--- config.mk ---
export PLATFORM = sky130hd
export DESIGN_NAME = pc_sequencer
export DESIGN_NICKNAME = d
export VERILOG_FILES = /design/src/rtl/pc_ctrl_pkg.sv /design/src/rtl/pc_sequencer.sv
export SDC_FILE = /design/constraint.sdc
export NUM_CORES = 1
export LEC_CHECK = 0
export ABC_AREA = 0
export ABC_CLOCK_PERIOD_IN_PS = 2450
export CORE_UTILIZATION = 43
export CTS_CLUSTER_SIZE = 20
export DETAILED_ROUTE_END_ITERATION = 10
export MAX_ROUTING_LAYER = met4
export PLACE_DENSITY = 0.86
export SYNTH_ARGS = -nofsm -noshare
export SYNTH_HDL_FRONTEND = slang
export SYNTH_SLANG_ARGS = --single-unit
--- constraint.sdc ---
create_clock -name Clk -period 2.45 [get_ports Clk]
set_clock_uncertainty 0.15 [all_clocks]
set_input_delay 0.3675 -clock Clk [delete_from_list [all_inputs] [get_ports Clk]]
set_output_delay 0.3675 -clock Clk [all_outputs]
set_load 0.02 [all_outputs]
--- src/rtl/pc_ctrl_pkg.sv ---
// Shared definitions for the program-counter controller and the
// branch-target lookup table that sits next to it.
package pc_ctrl_pkg;

    typedef enum logic [1:0] {
        IDLE = 2'd0,
        RUN  = 2'd1,
        DONE = 2'd2
    } pc_state_t;

    localparam int LUT_SEL_W        = 3;
    localparam int DEFAULT_PC_W     = 10;
    localparam int DEFAULT_START_PC = 0;

endpackage

--- src/rtl/pc_sequencer.sv ---
// Program-counter controller: start/run/done sequencing, +1 or LUT-relative
// PC advance, and a saturating retired-instruction counter.
module pc_sequencer
    import pc_ctrl_pkg::*;
#(
    parameter int PC_width  = DEFAULT_PC_W,
    parameter int CNT_width = 16,
    parameter int START_PC  = DEFAULT_START_PC
) (
    input  logic                 Clk,
    input  logic                 Reset,
    input  logic                 start,
    input  logic                 halt_req,
    input  logic                 stall,
    input  logic                 branch_en,
    input  logic                 branch_taken,
    input  logic [LUT_SEL_W-1:0] branch_sel,
    output logic [LUT_SEL_W-1:0] lut_addr,
    input  logic [PC_width-1:0]  lut_data,
    output logic [PC_width-1:0]  pc,
    output logic                 running,
    output logic                 done,
    output logic [CNT_width-1:0] instr_count
);

    localparam logic [PC_width-1:0] START_PC_V = PC_width'(START_PC);

    pc_state_t            state;
    pc_state_t            stateNext;
    logic [PC_width-1:0]  pcNext;
    logic [CNT_width-1:0] countNext;
    logic [CNT_width-1:0] countInc;

    assign lut_addr = branch_sel;
    assign running  = (state == RUN);
    assign done     = (state == DONE);

    // Counter stops at all-ones rather than wrapping
    assign countInc = (instr_count == {CNT_width{1'b1}}) ? instr_count
                                                         : instr_count + 1'b1;

    always_comb begin
        stateNext = state;
        pcNext    = pc;
        countNext = instr_count;
        case (state)
            IDLE, DONE: begin
                if (start) begin
                    stateNext = RUN;
                    pcNext    = START_PC_V;
                    countNext = '0;
                end
            end
            RUN: begin
                if (!stall) begin
                    countNext = countInc;
                    if (halt_req) begin
                        stateNext = DONE;
                    end else if (branch_en && branch_taken) begin
                        pcNext = pc + lut_data;
                    end else begin
                        pcNext = pc + 1'b1;
                    end
                end
            end
            default: stateNext = IDLE;
        endcase
    end

    always_ff @(posedge Clk) begin
        if (Reset) begin
            state       <= IDLE;
            pc          <= '0;
            instr_count <= '0;
        end else begin
            state       <= stateNext;
            pc          <= pcNext;
            instr_count <= countNext;
        end
    end

endmodule

==> impl_metrics.tcl, run 1 <==
set metrics [dict create \
    result_of_the_run "complete, no violations" \
    cts_sinks 28 \
    synth-warning-count 0 \
    core_area_mm2 0.00406 \
    power.total_uw 962 \
    whs_path_depth 2 \
    timing.critical_path.max_delay_family "compound AO/OA/AOI/OAI gates" \
    fmax_mhz 424 \
    number_of_nets_produced_by_synthesis 255 \
    detail_route.drc_violations 0 \
    max_cap_violations 0 \
    chipWidth_um 67.3 \
    critical_path.n_buffers_inverters 2 \
    layout.core_utilization 0.620 \
    setup.worst_path.class "input pin to flip-flop" \
    cts_max_level 1 \
    yosys-top-cells-area "dfxtp_1 31%, ha_1 6.8%, xnor2_1 6.2%, nor2_1 4.5%, nand3_1 4.1%" \
    max_stage_delay_ns 0.44 \
    r2r_cells 8 \
    ctsLongestPathBuffers 2 \
    clock_network_fraction_of_design_power 0.371 \
    asyncSetResetFlopFracSynth 0 \
    synth.ff_latch_count 28 \
    dr_total_vias 1830 \
    antenna_found_initial 0 \
    grt_max_degree 17 \
    antennaDiodeCount 0 \
    min-delay-path-class "flip-flop to flip-flop" \
    max-slew-margin-rel 0.706 \
    crit_cells 10 \
    clk-insertion-delay-late_ns 0.27 \
    place.port_buffers 44 \
    crit_path_end_kind "flip-flop" \
    power.switching_uw 215 \
    post_synth_most_frequent_cells "28 x dfxtp_1, 22 x nor2_1, 15 x nand3_1" \
    fin_crit_sh 0.962 \
    post_synth_instance_area_mm2 0.00183 \
    gr-total-overflow 0 \
    routedWlPerCell_um 13.9 \
    cellInternalPower_uw 747 \
    switching_share 0.223 \
    seq_power_share 0.487 \
    die-area_mm2 0.00453 \
    io-pin-count 51 \
    path_cells "clkdlybuf4s50_1, nand3b_1, ha_1, inv_1, fa_1, nor2b_2, o21a_1, o21a_1, o21ai_1, a211o_1" \
    synth.top_cell.area_share 0.306 \
    cp_common_cell "o21a_1" \
    wirelength_um 4610 \
    sequential_element_share_of_the_synthesized_area 0.306 \
    vias_in_the_first_global_route 1772 \
    dominantRegCellSynth "dfxtp_1" \
    area_growth_pct 37.2 \
    die_h_um 67.3 \
    leakage_uw 0.00103 \
    cts-buffers-inserted 3 \
    start_util 0.452 \
    power_density_mw_per_mm2 382 \
    grt_pass1_wl_um 7640 \
    biggest_area_consumer_among_synthesized_cells "dfxtp_1" \
    logic_pwr_share 0.142 \
    clockRootBuffer "clkbuf_8" \
    post_synth_inst_count 224 \
    setup_ws_ns 0.0930 \
    first_iter_violations 158 \
    critical_path.startpoint_type "input pin" \
    tightest_slew_ns 0.440 \
    critPathRequiredTime_ns 2.47 \
    synth-edff-count 0 \
    clkSlewWorstSetupHoldPaths_ns 0.09 \
    vias_per_cell 5.53 \
    drv_slew 0 \
    placement_rows 23 \
    crit_fanout 5 \
    drtAntennaViolNets 0 \
    critPathArrivalTime_ns 2.38 \
    pre_cts_ws_ns -0.285 \
    gp_routability_congestion 0.862 \
    cts_tree "done" \
    critPathSlowestCell "clkdlybuf4s50_1" \
    ys_types 47 \
    power.ir.vdd_worst_v 0.000290 \
    total_global_route_track_usage 0.223 \
    fin_nets 313 \
    drt-pass1-iter-count 4 \
    layout_min_cycle_time_ns 2.36 \
    library_cell_with_the_highest_instance_count_after_synthesis "dfxtp_1" \
    dp_hpwl_um 3540 \
    timing_hold_violations_final 0 \
    mean_instance_size_in_the_synthesized_netlist_um2 8.19 \
    finalSetupViolations 0 \
    layout-drive-gt1-share 0.125 \
]
[worst reg2reg max path: cells and delay by family, from the launching register on]
kind | cells | cell delay (ns)
AO/OA/AOI/OAI | 4 | 0.69
adder cells (fa/ha/maj) | 2 | 0.58
flip-flops | 1 | 0.39
AND/OR/NAND/NOR | 1 | 0.16
buffers and inverters | 1 | 0.06
[logic make-up after synthesis]
logic type	after synthesis	synth area share
AO/OA/AOI/OAI	47	0.186
XOR/XNOR	14	0.0668
adder cells (fa/ha/maj)	11	0.0791
buffers and inverters	21	0.0498
flip-flops	28	0.306
multiplexers	1	0.00546
AND/OR/NAND/NOR	102	0.307
[power groups by stage]
stage / sequential [µW] / combinational, µW / clock, µW
floorplan: 482 / 73.1 / 0
global placement: 479 / 133 / 0
detailed placement: 479 / 136 / 0
CTS: 469 / 137 / 368
global route: 470 / 148 / 386
finish: 469 / 137 / 356
[placed cells by master (no fill, tap or decap), types with 3 or more instances in the layout]
cell type	Yosys	final
inv_1	9	9
nor3b_1	4	4
dfxtp_1	28	28
nor2_1	22	22
nor3_1	8	8
clkdlybuf4s50_1	0	42
and3_1	9	9
clkbuf_8	0	3
nand2_1	12	12
ha_1	10	10
or3_1	5	5
buf_4	3	21
o21a_1	4	4
o21ai_0	6	4
nor2b_1	4	3
nand3_1	15	15
a211oi_1	4	4
a211o_1	3	3
nand2b_1	4	4
and4_1	4	4
a21oi_1	13	12
nand4_1	3	3
a21o_1	3	3
xnor2_1	13	13
[metal layers]
layer | vias up | part of all wire | GRT usage | routed length (µm)
met1 | 852 | 0.45 | 0.255 | 2080
met4 | 0 | 0.0017 | 0.0426 | 8
li1 | 922 | - | - | -
met5 | - | 0 | - | 0
met2 | 54 | 0.50 | 0.401 | 2300
met3 | 2 | 0.048 | 0.0422 | 223
[sequential cells by signal (all words and copies together) (netlist names)]
signal,cells
pc,10
instr_count,16
state,2
[final cells by class]
class	count	area (µm²)
Inverter	9	33.8
Timing Repair Buffer	65	599
Multi-Input combinational cell	175	1190
Clock buffer	3	41.3
Sequential cell	28	561
Fill cell	348	1540
Tap cell	50	62.6
Clock inverter	1	30.0
[what timing repair did]
action / in CTS / in global routing
hold buffers: 0 / 0
setup endpoints to repair: 1 / 5
pin swaps: 0 / 1
gates resized for setup: 1 / 5
buffers inserted: 0 / 1
[per-stage QoR]
step	TNS (ns)	std cells	hold WS (ns)	area [µm²]
global placement	-1.02	326	0.338	2430
global route	-0.0420	331	0.368	2520
floorplan	0	224	0.389	1830
finish	0	331	0.358	2520
detailed placement	-1.38	326	0.341	2430
CTS	0	330	0.354	2500
[final timing paths]
kind                      startpoint                  to  slack [ns]
hold reg to reg   pc[3]$_SDFFE_PP0P_  pc[3]$_SDFFE_PP0P_        0.36
setup / recovery         lut_data[0]  pc[8]$_SDFFE_PP0P_        0.09
hold / removal    pc[3]$_SDFFE_PP0P_  pc[3]$_SDFFE_PP0P_        0.36
setup reg to reg  pc[0]$_SDFFE_PP0P_  pc[8]$_SDFFE_PP0P_        0.33
Power figures use the tool's default switching activity.
==> inputs of run 2 (changes only) <==
--- a/config.mk
+++ b/config.mk
@@ -10,6 +10,7 @@
 export CORE_UTILIZATION = 43
 export CTS_CLUSTER_SIZE = 20
 export DETAILED_ROUTE_END_ITERATION = 10
+export GPL_TIMING_DRIVEN = 0
 export MAX_ROUTING_LAYER = met4
 export PLACE_DENSITY = 0.86
 export SYNTH_ARGS = -nofsm -noshare
==> run 2 against run 1 <==
Effect of this change: combinational power is 3% lower; flip-flop and latch count unchanged; hold slack worse by 0.0084 ns; core utilization shrank 2.5 points; final area down 4.1%; largest power group unchanged; critical endpoint unchanged; critical path depth is the same.
==> impl_metrics.tcl, run 2 (synthesis results as in run 1) <==
set metrics [dict create \
    chipWidth_um 67.3 \
    clockRootBuffer "clkbuf_8" \
    worst_r2r_startpoint "instr_count[1]$_SDFFE_PP0P_" \
    area_growth_pct 31.6 \
    largest-register "instr_count" \
    cts_max_level 1 \
    vias_in_the_first_global_route 1663 \
    r2r_cells 6 \
    gp_routability_congestion 0.923 \
    antennaDiodeCount 0 \
    grt_max_degree 17 \
    start_util 0.452 \
    cts_hold_buf 0 \
    result_of_the_run "complete, no violations" \
    postCtsSetupRepairBufs 0 \
    gr-total-overflow 0 \
    ctsLongestPathBuffers 2 \
    io-pin-count 51 \
    max-slew-margin-rel 0.498 \
    leakage_uw 0.000945 \
    die-area_mm2 0.00453 \
    first_iter_violations 48 \
    unrepaired_setup_endpoints_after_global_routing "yes" \
    total_global_route_track_usage 0.217 \
    layout_min_cycle_time_ns 2.38 \
    placement_rows 23 \
    core_area_mm2 0.00406 \
    layout.core_utilization 0.595 \
    reg2reg_to "instr_count[14]$_SDFFE_PP0P_" \
    crit_path_end_kind "flip-flop" \
    cts_resized 0 \
    layout.cells.most_common "clkdlybuf4s50_1" \
    reg2reg_setup_slack_ns 0.32 \
    max_cap_violations 0 \
    layout_top_registers "instr_count (16), pc (10), state (2)" \
    dr_total_vias 1817 \
    critical_path.startpoint_type "input pin" \
    setup.worst_path.class "input pin to flip-flop" \
    grt_pass1_wl_um 7350 \
    layout-drive-gt1-share 0.0662 \
    tightest_slew_ns 0.751 \
    min-delay-path-class "flip-flop to flip-flop" \
    setup_ws_ns 0.0697 \
    largest_reg_flops 16 \
    worst_setup_path_startpoint "lut_data[0]" \
    dp_hpwl_um 3240 \
    cts_sinks 28 \
    routedWlPerCell_um 13.6 \
    fin_crit_sh 0.972 \
    drv_slew 0 \
    critPathRequiredTime_ns 2.48 \
    power.ir.vdd_worst_v 0.000454 \
    most-common-layout-cells "44 x clkdlybuf4s50_1, 28 x dfxtp_1, 22 x nor2_1, 15 x nand3_1" \
    wirelength_um 4380 \
    power_density_mw_per_mm2 403 \
    worst_setup_path_endpoint "pc[8]$_SDFFE_PP0P_" \
    drtAntennaViolNets 0 \
    setup-tns-final_ns 0 \
    place.port_buffers 44 \
    die_h_um 67.3 \
    cts-buffers-inserted 3 \
    clk-insertion-delay-late_ns 0.28 \
    pre_cts_ws_ns -0.231 \
    timing_hold_violations_final 0 \
    antenna_found_initial 0 \
    fmax_mhz 420 \
    fin_nets 304 \
    critPathArrivalTime_ns 2.41 \
    vias_per_cell 5.64 \
    clkSlewWorstSetupHoldPaths_ns 0.10 \
    drt-pass1-iter-count 8 \
    detail_route.drc_violations 0 \
    crit_fanout 5 \
    finalSetupViolations 0 \
    cts_tree "done" \
]
[run 2: cell count changes in the layout (fill, tap and decap cells not counted), moves of 2 or more]
cell             previous run  this run
buf_4                      21         3
clkbuf_1                    0         8
clkdlybuf4s50_1            42        44
o21ai_0                     4         6
o21ai_1                     2         0
[run 2: metrics by stage]
stage               area [µm²]  hold WS [ns]  power [µW]  instances
finish                    2410         0.349         974        322
floorplan                 1830         0.389         555        224
global placement          2340         0.323         610        318
CTS                       2410         0.352         986        322
detailed placement        2340         0.337         611        318
global route              2410         0.378        1010        322
[run 2: where the power goes]
group	internal, µW	switching [µW]
registers	461	7.97
clock network	219	153
logic	62.8	70.0
total	742	231
[run 2: area by class of cell]
cell class / count / area, µm²
well taps: 50 / 62.6
fillers: 367 / 1640
inverters: 9 / 33.8
clock buffers: 3 / 41.3
multi-input cells: 175 / 1190
clock inverters: 1 / 30.0
plain buffers: 12 / 57.6
repair buffers: 44 / 440
flip-flops and latches: 28 / 561
[run 2: worst min-delay path by stage]
| stage | from | to | slack (ns) | cells after the start |
|---|---|---|---|---|
| 2_1_floorplan | halt_req | state[1]$_SDFFE_PP0P_ | 0.39 | 2 |
| 3_3_place_gp | pc[5]$_SDFFE_PP0P_ | pc[5]$_SDFFE_PP0P_ | 0.32 | 2 |
| 3_5_place_dp | pc[0]$_SDFFE_PP0P_ | pc[0]$_SDFFE_PP0P_ | 0.34 | 2 |
| 4_1_cts | pc[0]$_SDFFE_PP0P_ | pc[0]$_SDFFE_PP0P_ | 0.35 | 2 |
| 5_1_grt | pc[0]$_SDFFE_PP0P_ | pc[0]$_SDFFE_PP0P_ | 0.38 | 2 |
| 6_report | pc[0]$_SDFFE_PP0P_ | pc[0]$_SDFFE_PP0P_ | 0.35 | 2 |
[run 2: worst max-delay path, cell delays in order]
cell             delay (ns)
clkdlybuf4s50_1        0.45
nand3b_1               0.11
ha_2                   0.18
inv_1                  0.05
fa_1                   0.39
nor2b_2                0.16
o21a_1                 0.14
o21a_1                 0.19
o21ai_0                0.12
a211o_1                0.25
[run 2: metal layers]
layer,track usage,routed length (µm),share of wire,up-vias
met5,-,0,0,-
met4,0.0266,36,0.0082,0
met3,0.0456,242,0.055,8
met2,0.385,2080,0.48,69
met1,0.256,2020,0.46,832
li1,-,-,-,908
